**src/rtl/multicycle_adder.sv**
```systemverilog
// rtl/multicycle_adder.sv - multi-cycle ripple-carry adder, one CHUNK-bit slice per cycle
// Operands are shifted through a single CHUNK-bit adder; the carry register links the slices.
module multicycle_adder #(
  parameter int NBITS = 32,
  parameter int CHUNK = 8
) (
  input  logic             clk,
  input  logic             rst,
  input  logic             istream_val,
  output logic             istream_rdy,
  input  logic [NBITS-1:0] in0,
  input  logic [NBITS-1:0] in1,
  input  logic             cin,
  output logic             ostream_val,
  input  logic             ostream_rdy,
  output logic [NBITS-1:0] out,
  output logic             cout,
  output logic             ovf
);

  localparam int NCHUNKS = NBITS / CHUNK;
  localparam int CW      = (NCHUNKS > 1) ? $clog2(NCHUNKS) : 1;

  generate
    if (CHUNK < 1 || (NBITS % CHUNK) != 0) begin : g_bad_params
      $error("multicycle_adder: CHUNK must be >= 1 and divide NBITS");
    end
  endgenerate

  typedef enum logic [1:0] {IDLE, CALC, DONE} state_t;

  state_t           state_q, state_d;
  logic [NBITS-1:0] a_q, a_d;
  logic [NBITS-1:0] b_q, b_d;
  logic [NBITS-1:0] sum_q, sum_d;
  logic             carry_q, carry_d;
  logic             ovf_q, ovf_d;
  logic [CW-1:0]    count_q, count_d;

  logic [CHUNK:0]   slice;
  logic             slice_c;
  logic [CHUNK-1:0] slice_s;
  logic             carry_into_msb;

  always_comb begin
    state_d = state_q;
    a_d     = a_q;
    b_d     = b_q;
    sum_d   = sum_q;
    carry_d = carry_q;
    ovf_d   = ovf_q;
    count_d = count_q;

    slice   = {1'b0, a_q[CHUNK-1:0]} + {1'b0, b_q[CHUNK-1:0]} + (CHUNK+1)'(carry_q);
    slice_c = slice[CHUNK];
    slice_s = slice[CHUNK-1:0];
    // The carry entering the slice MSB is recovered from the sum bit and both addend bits.
    carry_into_msb = slice_s[CHUNK-1] ^ a_q[CHUNK-1] ^ b_q[CHUNK-1];

    case (state_q)
      IDLE: begin
        if (istream_val) begin
          a_d     = in0;
          b_d     = in1;
          carry_d = cin;
          count_d = '0;
          state_d = CALC;
        end
      end
      CALC: begin
        sum_d   = (sum_q >> CHUNK) | (NBITS'(slice_s) << (NBITS - CHUNK));
        a_d     = a_q >> CHUNK;
        b_d     = b_q >> CHUNK;
        carry_d = slice_c;
        count_d = count_q + CW'(1);
        if (count_q == CW'(NCHUNKS - 1)) begin
          ovf_d   = carry_into_msb ^ slice_c;
          state_d = DONE;
        end
      end
      DONE: begin
        if (ostream_rdy) begin
          state_d = IDLE;
        end
      end
      default: state_d = IDLE;
    endcase
  end

  always_ff @(posedge clk or posedge rst) begin
    if (rst) begin
      state_q <= IDLE;
      a_q     <= '0;
      b_q     <= '0;
      sum_q   <= '0;
      carry_q <= 1'b0;
      ovf_q   <= 1'b0;
      count_q <= '0;
    end else begin
      state_q <= state_d;
      a_q     <= a_d;
      b_q     <= b_d;
      sum_q   <= sum_d;
      carry_q <= carry_d;
      ovf_q   <= ovf_d;
      count_q <= count_d;
    end
  end

  // Result outputs are masked outside DONE so partial sums never leak.
  always_comb begin
    istream_rdy = (state_q == IDLE) && !rst;
    ostream_val = (state_q == DONE);
    out         = ostream_val ? sum_q : '0;
    cout        = ostream_val ? carry_q : 1'b0;
    ovf         = ostream_val ? ovf_q : 1'b0;
  end

endmodule

```
**config.mk**
```make
export PLATFORM = sky130hd
export DESIGN_NAME = multicycle_adder
export DESIGN_NICKNAME = d
export VERILOG_FILES = /design/src/rtl/multicycle_adder.sv
export SDC_FILE = /design/constraint.sdc
export NUM_CORES = 1
export LEC_CHECK = 0
export CAP_MARGIN = 10
export CORE_ASPECT_RATIO = 2
export CORE_MARGIN = 8
export CORE_UTILIZATION = 47
export DETAILED_ROUTE_END_ITERATION = 7
export PLACE_DENSITY = 0.77
export SLEW_MARGIN = 20
export SYNTH_ARGS = -nofsm -noshare
export SYNTH_HDL_FRONTEND = slang
export SYNTH_SLANG_ARGS = --single-unit
```
**constraint.sdc**
```tcl
create_clock -name clk -period 3.05 [get_ports clk]
set_clock_uncertainty 0.15 [all_clocks]
set_input_delay 0.4575 -clock clk [delete_from_list [all_inputs] [get_ports clk]]
set_output_delay 0.4575 -clock clk [all_outputs]
set_load 0.005 [all_outputs]
```
==> impl_metrics.toml <==
[setup_path]
cp-end-kind = "flip-flop"
reg2reg_to = "ovf_q"
cp.arrival_ns = 2.65
critPathMaxStageDelay_ns = 0.42
critPathSlowestCell = "fa_1"
reg2reg_from = "a_q[0]"
path_cells = "inv_1, fa_1, inv_1, fa_1, a211oi_1, o21ai_1, a31o_1, a2111oi_4, nor2_1, nand4_1"
crit_type = "flip-flop to flip-flop"
worst-path-max-fanout = 4
rrSetupSlack_ns = 0.52
crit_path_start_kind = "flip-flop"
crit_required_ns = 3.17
reg2reg_depth = 10

[placement]
gp_congestion = 0.8699
portBuffers = 104
hpwl_um = 9416
placed_cells = 773

[clock_tree]
cts_buffer_depth = 2
post_cts_resized = 0
ctsHtreeMaxLevel = 3
cts_sinks = 102
post_cts_buffers = 0
cts_buffers = 9
cts_tree = "built"
clk_latency_ns = 0.35
cts-root-buf = "clkbuf_16"
hold_buffers = 0
clkTransAtPathRegs_ns = 0.07

[pwr]
ir_drop_mv = 0.4451
comb_power_share_pct = 41.8
cellPowerDensity_nw_per_um2 = 890.7
power_frac_seq_pct = 39.0
finalPower_mw = 5.898
switching_share_pct = 39.05
power_frac_clock_pct = 19.2
p_int_mw = 3.595
power.net_switching_mw = 2.303
leakagePower_nw = 3.018

[synthesis]
ys_async_sr_fraction_pct = 100.0
synth_edf_count = 0
synth.area.top_cells = "dfrtp_1 50%, nand2_1 8.2%, o21ai_0 5.0%"
ys_seq_area_share_pct = 50.15
synth_common_cells = "111 x nand2_1, 102 x dfrtp_1, 51 x o21ai_0"
synth_top_area_share_pct = 50.15
ys_types = 44
avgSynthCellArea_um2 = 9.271
syn_area_um2 = 5090
ys_ff_latch = 102
syn_inst = 549
synth_fp_nets = 628
synth_top_flop_cell = "dfrtp_1"
synth_most_common_cell = "nand2_1"
synth_warnings = 0
synth_top_cell_by_area = "dfrtp_1"

[finish]
diodes = 0
layout-drive-gt1-share_pct = 7.396
finish.net_count = 723
final_util_pct = 61.64
layout.cells.non_filler = 789
area_growth_pct = 30.09

[sta]
maxSlewViolCount = 0
timing.fmax_ghz = 0.3950
relSlewSlack_pct = 53.95
finalCritPeriodShare_pct = 83.00
fin_tns_setup_ns = 0
final-setup-viol-count = 0
holdWs_ns = 0.3195
final.min_clock_period_ns = 2.531
rsz0062_at_grt = "no"
worst_pin_slew_ns = 0.6907
finalHoldViolations = 0

[routing]
drc_errors = 0
dr.pass1.iters = 5
vias_per_cell = 5.390
wl_um = 13040
avgRoutedWirePerCell_um = 16.52
top_layer = "met4"
num_vias = 4253
wl_met3_um = 654
drt_iter0_drc = 311
routedLengthMet1_um = 5686
met2_length_um = 6472
postRouteAntennaNets = 0

[floorplan]
die_area_um2 = 14620
start_util_pct = 47.38
ios = 105
std_cell_rows = 54
die_w_um = 89.59
die_height_um = 163.2
core_um2 = 10740

[outcome]
outcome = "completed"

[grt]
grt_overflow = 0
antenna_found_initial = 0
track_usage_pct = 18.62
grt_pass1_vias = 4298
grt_max_degree = 51
grt_pass1_wl_um = 21430

[hold_path]
hold_depth = 2
min_to = "sum_q[7]"
hold_class = "flip-flop to flip-flop"
worstHoldStart = "sum_q[7]"

[flow_run]
maxCapViolations = 0
==> sequential cells by signal, summed over array words and instances (netlist names) <==
name	flops
a_q	32
carry_q	1
b_q	32
sum_q	32
count_q	2
state_q	2
ovf_q	1
==> layout by cell type (no fill, tap or decap), types with 5 or more instances in the layout <==
cell | synthesis | final
nand2_1 | 111 | 111
clkdlybuf4s50_1 | 0 | 104
dfrtp_1 | 102 | 100
o21ai_0 | 51 | 51
a21oi_1 | 49 | 49
and2_1 | 33 | 33
a22oi_1 | 27 | 27
nor2b_1 | 28 | 25
and3b_1 | 22 | 22
buf_4 | 0 | 19
a22o_1 | 17 | 17
nor2_1 | 9 | 9
clkbuf_16 | 0 | 9
ha_1 | 8 | 8
o21ai_1 | 6 | 6
inv_1 | 6 | 5
==> final cells by class <==
type,instances,area [µm²]
fillers,906,4121
flip-flops and latches,102,2555
multi-input cells,400,2366
repair buffers,124,1204
clock buffers,10,229.0
well taps,140,175.2
clock inverters,6,62.56
inverters,7,30.03
==> worst max-delay path by stage <==
| stage | start | to | slack [ns] | cells after the start |
|---|---|---|---|---|
| after floorplan | a_q[0] | carry_q | 0.71 | 10 |
| after detailed placement | a_q[0] | carry_q | 0.56 | 10 |
| final | a_q[0] | ovf_q | 0.52 | 10 |
| after global placement | a_q[0] | carry_q | 0.61 | 10 |
| after CTS | state_q[1] | cout | 0.51 | 5 |
| after global routing | a_q[0] | ovf_q | 0.39 | 10 |
==> metrics by stage <==
stage / area (µm²) / setup WS, ns
final: 6621 / 0.5186
after global routing: 6621 / 0.3871
after CTS: 6621 / 0.5124
after detailed placement: 6330 / 0.5624
after global placement: 6330 / 0.6082
after floorplan: 5094 / 0.7127
==> per-layer routing <==
metal,vias to the layer above,GRT usage [%]
met1,2041,24.86
met2,112,29.53
met4,0,5.797
met5,-,0
li1,2083,-
met3,17,3.327
==> power groups by stage <==
stage | Sequential [mW] | Clock (mW) | Combinational (mW)
after floorplan | 2.17 | 0 | 1.79
after global placement | 2.31 | 0 | 2.39
after detailed placement | 2.33 | 0 | 2.47
after CTS | 2.31 | 1.15 | 2.48
after global routing | 2.36 | 1.21 | 2.77
final | 2.30 | 1.13 | 2.46
==> critical path, delay by kind of cell, from the launching register on <==
kind | cells | cell delay, ns
simple gates | 2 | 0.17
fa+ha+maj | 2 | 0.62
flops | 1 | 0.39
compound gates | 4 | 0.98
buf+inv | 2 | 0.16
==> logic make-up (layout without fill, tap and decap cells) <==
kind of cell | Yosys count | after routing | synth area share [%]
and+or+nand+nor | 217 | 217 | 21.85
buffers and inverters | 47 | 147 | 3.687
adders and majority gates | 10 | 10 | 2.753
xor gates and xnor gates | 5 | 5 | 0.8605
AOI/OAI and AO/OA | 168 | 168 | 20.70
DFF | 102 | 102 | 50.15
Power figures use the tool's default switching activity.
==> variant 1 (config.mk and constraints unchanged) <==
Encoding of `state_t`: now one-hot (3 bits for 3 states).
--- a/src/rtl/multicycle_adder.sv
+++ b/src/rtl/multicycle_adder.sv
@@ -27,7 +27,7 @@
     end
   endgenerate
 
-  typedef enum logic [1:0] {IDLE, CALC, DONE} state_t;
+  typedef enum logic [2:0] {IDLE = 3'b001, CALC = 3'b010, DONE = 3'b100} state_t;
 
   state_t           state_q, state_d;
   logic [NBITS-1:0] a_q, a_d;
Function: no difference found for any inputs over 10 cycles, from zero or initial values and one cycle with rst high; not proved beyond that.
==> variant 1 against the original RTL <==
  * Hold slack lost 0.62 ps
  * Power rose by 2.0%
  * Sequential cell count increased by 1
  * Synthesized area fell by 3.7%
  * Wire length down 9.3%
  * Setup slack lost 140 ps
  * Die area shrank 3.2%
  * Cell area is 3.9% lower
  * Critical path depth shrank 6
  * First-iteration DRC count is 9.6% higher
  * Critical path type is now reg -> out
  * Largest power group is now registers
==> variant 1: results (changes against the original RTL) <==
For the number of nets in the layout, the log shows 738 (was 723). The first-pass GRT wire length was 19.4 mm (was 21.4 mm); the synthesized-area fraction occupied by xor and xnor cells was 0.0107 (was 0.00860). The critical path capture point is out[19] (was ovf_q$_DFFE_PP0P_). The compound-cell area share of the yosys netlist is 0.122 (was 0.207), and the switching fraction of total power is 0.373 (was 0.390). Category of cells accounting for the largest share of critical-path delay: buffers and inverters (was compound AO/OA/AOI/OAI gates). The tools report the number of distinct standard cells referenced by the synthesized netlist as 37 (was 44). The tools report the routability-driven placement congestion ratio as 0.873 (was 0.870).

The clock slew seen by the registers of the worst setup and hold paths works out to 70 ps (about the same). The transition time at the pin with the least slew margin is 614 ps (was 691 ps). Startpoint of the worst setup timing path: state_q[2]$_DFFE_PP0P_ (was a_q[0]$_DFFE_PP0P_).

The run finished with clean final reports. The share of synthesized cell area in full adder, half adder and majority cells was 0.0286 (was 0.0275); the global-route usage over all layers was 0.172 (was 0.186). Final cell count without fillers: 801 (was 789).

Cell types with the highest counts after synthesis: 209 x nand2_1, 102 x dfrtp_1, 58 x nor2_1, 47 x a31oi_1, 34 x and2_1 (was 111 x nand2_1, 102 x dfrtp_1, 51 x o21ai_0, 49 x a21oi_1, 33 x and2_1). The logs give 654 (was 628) for the total nets after synthesis and 0.206 (was 0.192) for the relative contribution of the clock network to total power. The synthesized instance count is 575 (was 549).

The ratio of routed vias to standard cells is 5.13 (was 5.39), and the number of fill cells is 908 (was 906). The deepest level of the CTS H-tree was 3 (unchanged); the share of final-layout standard cells stronger than drive strength 1 was 0.0482 (was 0.0740). The via count of the first global-routing pass is 3948 (was 4298).

Synth area leaders: dfrtp_1 52%, nand2_1 16%, a31oi_1 6.0% (was dfrtp_1 50%, nand2_1 8.2%, o21ai_0 5.0%). Count of antenna diodes in the layout: 0 (unchanged). The slowest cell on the critical path was dfrtp_1 (was fa_1). The HPWL reported at the end of detailed placement came out at 8.04 mm (was 9.42 mm). The number of DRC markers after the initial detailed-route iteration was 341 (was 311). The post-detailed-route wirelength per cell came out at 14.8 µm (was 16.5 µm). The setup slack on the worst flop-to-flop path is 630 ps (was 520 ps).

The relative contribution of combinational cells to total power came out at 0.385 (was 0.418). The maximum vdd drop was 685 µV (was 445 µV); the largest fanout on the critical path was 35 (was 4). For the arrival time at the worst endpoint, the log shows 2060 ps (was 2650 ps).

The startpoint of the worst register-to-register path was carry_q$_DFFE_PP0P_ (was a_q[0]$_DFFE_PP0P_). The maximum number of pins on one net before global-route repair is 130 (was 51), and the share of the yosys chip area belonging to registers is 0.526 (was 0.501). For the reported leakage power, the log shows 2.92 nW (was 3.02 nW).
==> variant 1: cell families after synthesis <==
group           count (synthesis)
buf+inv                        47
xor+xnor                        6
flops                         103
fa+ha+maj                      10
compound gates                 98
simple gates                  311
==> variant 1: metal layers <==
metal	share of wire	global-route usage
met4	0.019	0.0628
met2	0.47	0.257
met3	0.061	0.0399
met5	0	0
met1	0.45	0.233
==> variant 1: layout make-up <==
class                           count  area share
Sequential cell                   103       0.405
Multi-Input combinational cell    425       0.331
Timing Repair Buffer              112       0.181
Clock buffer                       11      0.0382
Tap cell                          137      0.0269
Clock inverter                      5      0.0124
Inverter                            8     0.00531
==> variant 1: through the flow <==
stage	setup WS, ps	total power [W]	instance area, µm²	utilization	hold WS (ps)
final	380	0.00602	6360	0.615	319
after detailed placement	641	0.00478	6040	0.584	305
after floorplan	856	0.00416	4910	-	287
after global placement	665	0.00468	6040	0.584	300
after CTS	365	0.00605	6360	0.615	322
after global routing	257	0.00648	6360	0.615	343
==> variant 2 (same settings) <==
Without the edit above. The parameter `CHUNK` goes from 8 to 16.
--- a/src/rtl/multicycle_adder.sv
+++ b/src/rtl/multicycle_adder.sv
@@ -2,7 +2,7 @@
 // Operands are shifted through a single CHUNK-bit adder; the carry register links the slices.
 module multicycle_adder #(
   parameter int NBITS = 32,
-  parameter int CHUNK = 8
+  parameter int CHUNK = 16
 ) (
   input  logic             clk,
   input  logic             rst,
Behaviour: not the same (a bounded check fails within 4 cycles, from zero or initial values and one cycle with rst high).
==> variant 2 against the original RTL <==
  * Die area up 0.80%
  * Sequential cell count shrank 1
  * Synthesized area up 0.93%
  * Power is 10% higher
  * Sequential share of layout area is 0.64 points lower
  * Maximum frequency decreased by 9.1%
  * Wire length fell by 2.8%
  * Setup slack got worse by 250 ps
  * Cell area up 0.59%
  * Largest cell class unchanged
==> variant 2: results (changes against the original RTL) <==
Arrival time at the worst endpoint: 2870 ps (was 2650 ps). The tools report the worst hold path endpoint as sum_q[1]$_DFFE_PP0P_ (was sum_q[7]$_DFFE_PP0P_). The first-pass GRT wire length was 21.6 mm (was 21.4 mm); the number of DRC markers after the initial detailed-route iteration was 235 (was 311). Maximum number of pins on one net before global-route repair: 102 (was 51).

The share of synthesized cell area in full adder, half adder and majority cells is 0.0443 (was 0.0275), and the post-detailed-route wirelength per cell is 16.4 µm (was 16.5 µm). Maximum vdd drop: 502 µV (was 445 µV). The deepest level of the CTS H-tree is 3 (unchanged), and the multiplexer area fraction after synthesis is 0 (unchanged). Share of the yosys chip area belonging to registers: 0.492 (was 0.501). The tools report the number of nets in the layout as 712 (was 723).

The total placed instance area was 0.00632 mm² (was 0.00633 mm²); the number of buffers created by CTS was 9 (unchanged). The largest fanout on the critical path works out to 3 (was 4). Synth area leaders: dfrtp_1 49%, nand2_1 6.6%, a22o_1 5.5% (was dfrtp_1 50%, nand2_1 8.2%, o21ai_0 5.0%). Number of distinct standard cells referenced by the synthesized netlist: 45 (was 44).

The count of port buffers added during placement was 104 (unchanged). The startpoint of the most critical hold path was sum_q[1]$_DFFE_PP0P_ (was sum_q[7]$_DFFE_PP0P_). The slowest cell on the critical path was fa_1 (unchanged). The startpoint of the worst register-to-register path was carry_q$_DFFE_PP0P_ (was a_q[0]$_DFFE_PP0P_). For the global-route usage over all layers, the log shows 0.178 (was 0.186). The delay of the slowest cell on the worst path was 390 ps (was 420 ps). The synthesized-area fraction occupied by xor and xnor cells is 0.0239 (was 0.00860).

The flow ran to the end, and the final reports show no timing, DRC or antenna violations. The setup slack on the worst flop-to-flop path is 260 ps (was 520 ps), and the worst-case headroom to the max-slew limit is 0.644 (was 0.540). The synthesized area divided by synthesized cell count was 9.55 µm² (was 9.27 µm²); the routed wire length was 12.7 mm (was 13.0 mm). For the via count, the log shows 4160 (was 4253). The worst hold path class is reg -> reg (unchanged). The run gives 0.905 (was 0.870) as the routability-driven placement congestion ratio. The logs give 9.35 mm (was 9.42 mm) for the HPWL reported at the end of detailed placement and 4334 (was 4298) for the via count of the first global-routing pass. End of the worst register-to-register path: ovf_q$_DFFE_PP0P_ (unchanged). The compound-cell area share of the yosys netlist came out at 0.213 (was 0.207). The number of iterations in the first detailed-routing pass was 4 (was 5).

The count of placed standard cells including taps is 754 (was 773). Cell types with the highest counts after synthesis: 101 x dfrtp_1, 90 x nand2_1, 51 x o21ai_0, 45 x a21oi_1, 36 x clkbuf_1 (was 111 x nand2_1, 102 x dfrtp_1, 51 x o21ai_0, 49 x a21oi_1, 33 x and2_1). The share of final-layout standard cells stronger than drive strength 1 works out to 0.0602 (was 0.0740).

Worst-skew pair later-pin latency: 350 ps (about the same). The tools report the count of yosys warnings during synthesis as 0 (unchanged). The total nets after synthesis was 624 (was 628).

The reported leakage power was 3.02 nW (about the same). The final hold slack is 312 ps (was 320 ps), and the number of cells on the worst reg-to-reg path is 11 (was 10).
-- variant 2: cell count changes in the layout (fill, tap and decap cells not counted), moves of 6 or more --
cell and change:
nand2_1 -21, ha_1 +7, a22o_1 +15, buf_4 -9
xnor2_1 +6, nor2b_1 -8, a22oi_1 -12
-- variant 2: where the power goes --
group | internal, W | leakage, nW | switching, W
sequential | 0.00193 | 1.30 | 0.000363
combinational | 0.00132 | 1.57 | 0.00168
clock | 0.000724 | 0.155 | 0.000490
-- variant 2: kinds of logic (layout without fill, tap and decap cells) --
| kind of cell | Yosys count | count (layout) |
|---|---|---|
| AND/OR/NAND/NOR | 187 | 187 |
| adder cells (fa/ha/maj) | 17 | 17 |
| XOR/XNOR | 14 | 14 |
| AO/OA/AOI/OAI | 169 | 169 |
| buffers and inverters | 50 | 143 |
| flip-flops | 101 | 101 |
-- variant 2: final cells by class --
class / count / area [µm²]
Fill cell: 944 / 4150
Sequential cell: 101 / 2530
Multi-Input combinational cell: 387 / 2440
Timing Repair Buffer: 116 / 1160
Clock buffer: 11 / 233
Tap cell: 140 / 175
Clock inverter: 5 / 82.6
Inverter: 11 / 45.0
-- variant 2: worst register-to-register path, stage by stage (launching register included) --
cell and delay, ps:
dfrtp_1 380, inv_1 90, fa_1 190, inv_1 50
fa_1 390, a21o_1 220, a221oi_4 340, o221ai_2 200
a41o_1 290, xnor2_1 180, xnor2_1 140, o21ai_1 70
-- variant 2: how the worst max path moves through the flow --
| stage | from | endpoint | cells past startpoint |
|---|---|---|---|
| after CTS | carry_q$_DFFE_PP0P_ | ovf_q$_DFFE_PP0P_ | 11 |
| final | carry_q$_DFFE_PP0P_ | ovf_q$_DFFE_PP0P_ | 11 |
| after floorplan | a_q[0]$_DFFE_PP0P_ | ovf_q$_DFFE_PP0P_ | 11 |
| after detailed placement | carry_q$_DFFE_PP0P_ | ovf_q$_DFFE_PP0P_ | 11 |
| after global placement | carry_q$_DFFE_PP0P_ | ovf_q$_DFFE_PP0P_ | 11 |
| after global routing | carry_q$_DFFE_PP0P_ | ovf_q$_DFFE_PP0P_ | 11 |
-- variant 2: per-layer routing --
metal  track usage  routed length [µm]
met1         0.199                5050
met2         0.325                6870
met3        0.0348                 531
met4        0.0709                 215
met5             0                   0
-- variant 2: stage by stage --
stage | setup WS (ps) | total power (W)
2_1_floorplan | 474 | 0.00436
3_3_place_gp | 302 | 0.00519
3_5_place_dp | 278 | 0.00529
4_1_cts | 258 | 0.00651
5_1_grt | 58.1 | 0.00705
6_report | 265 | 0.00651
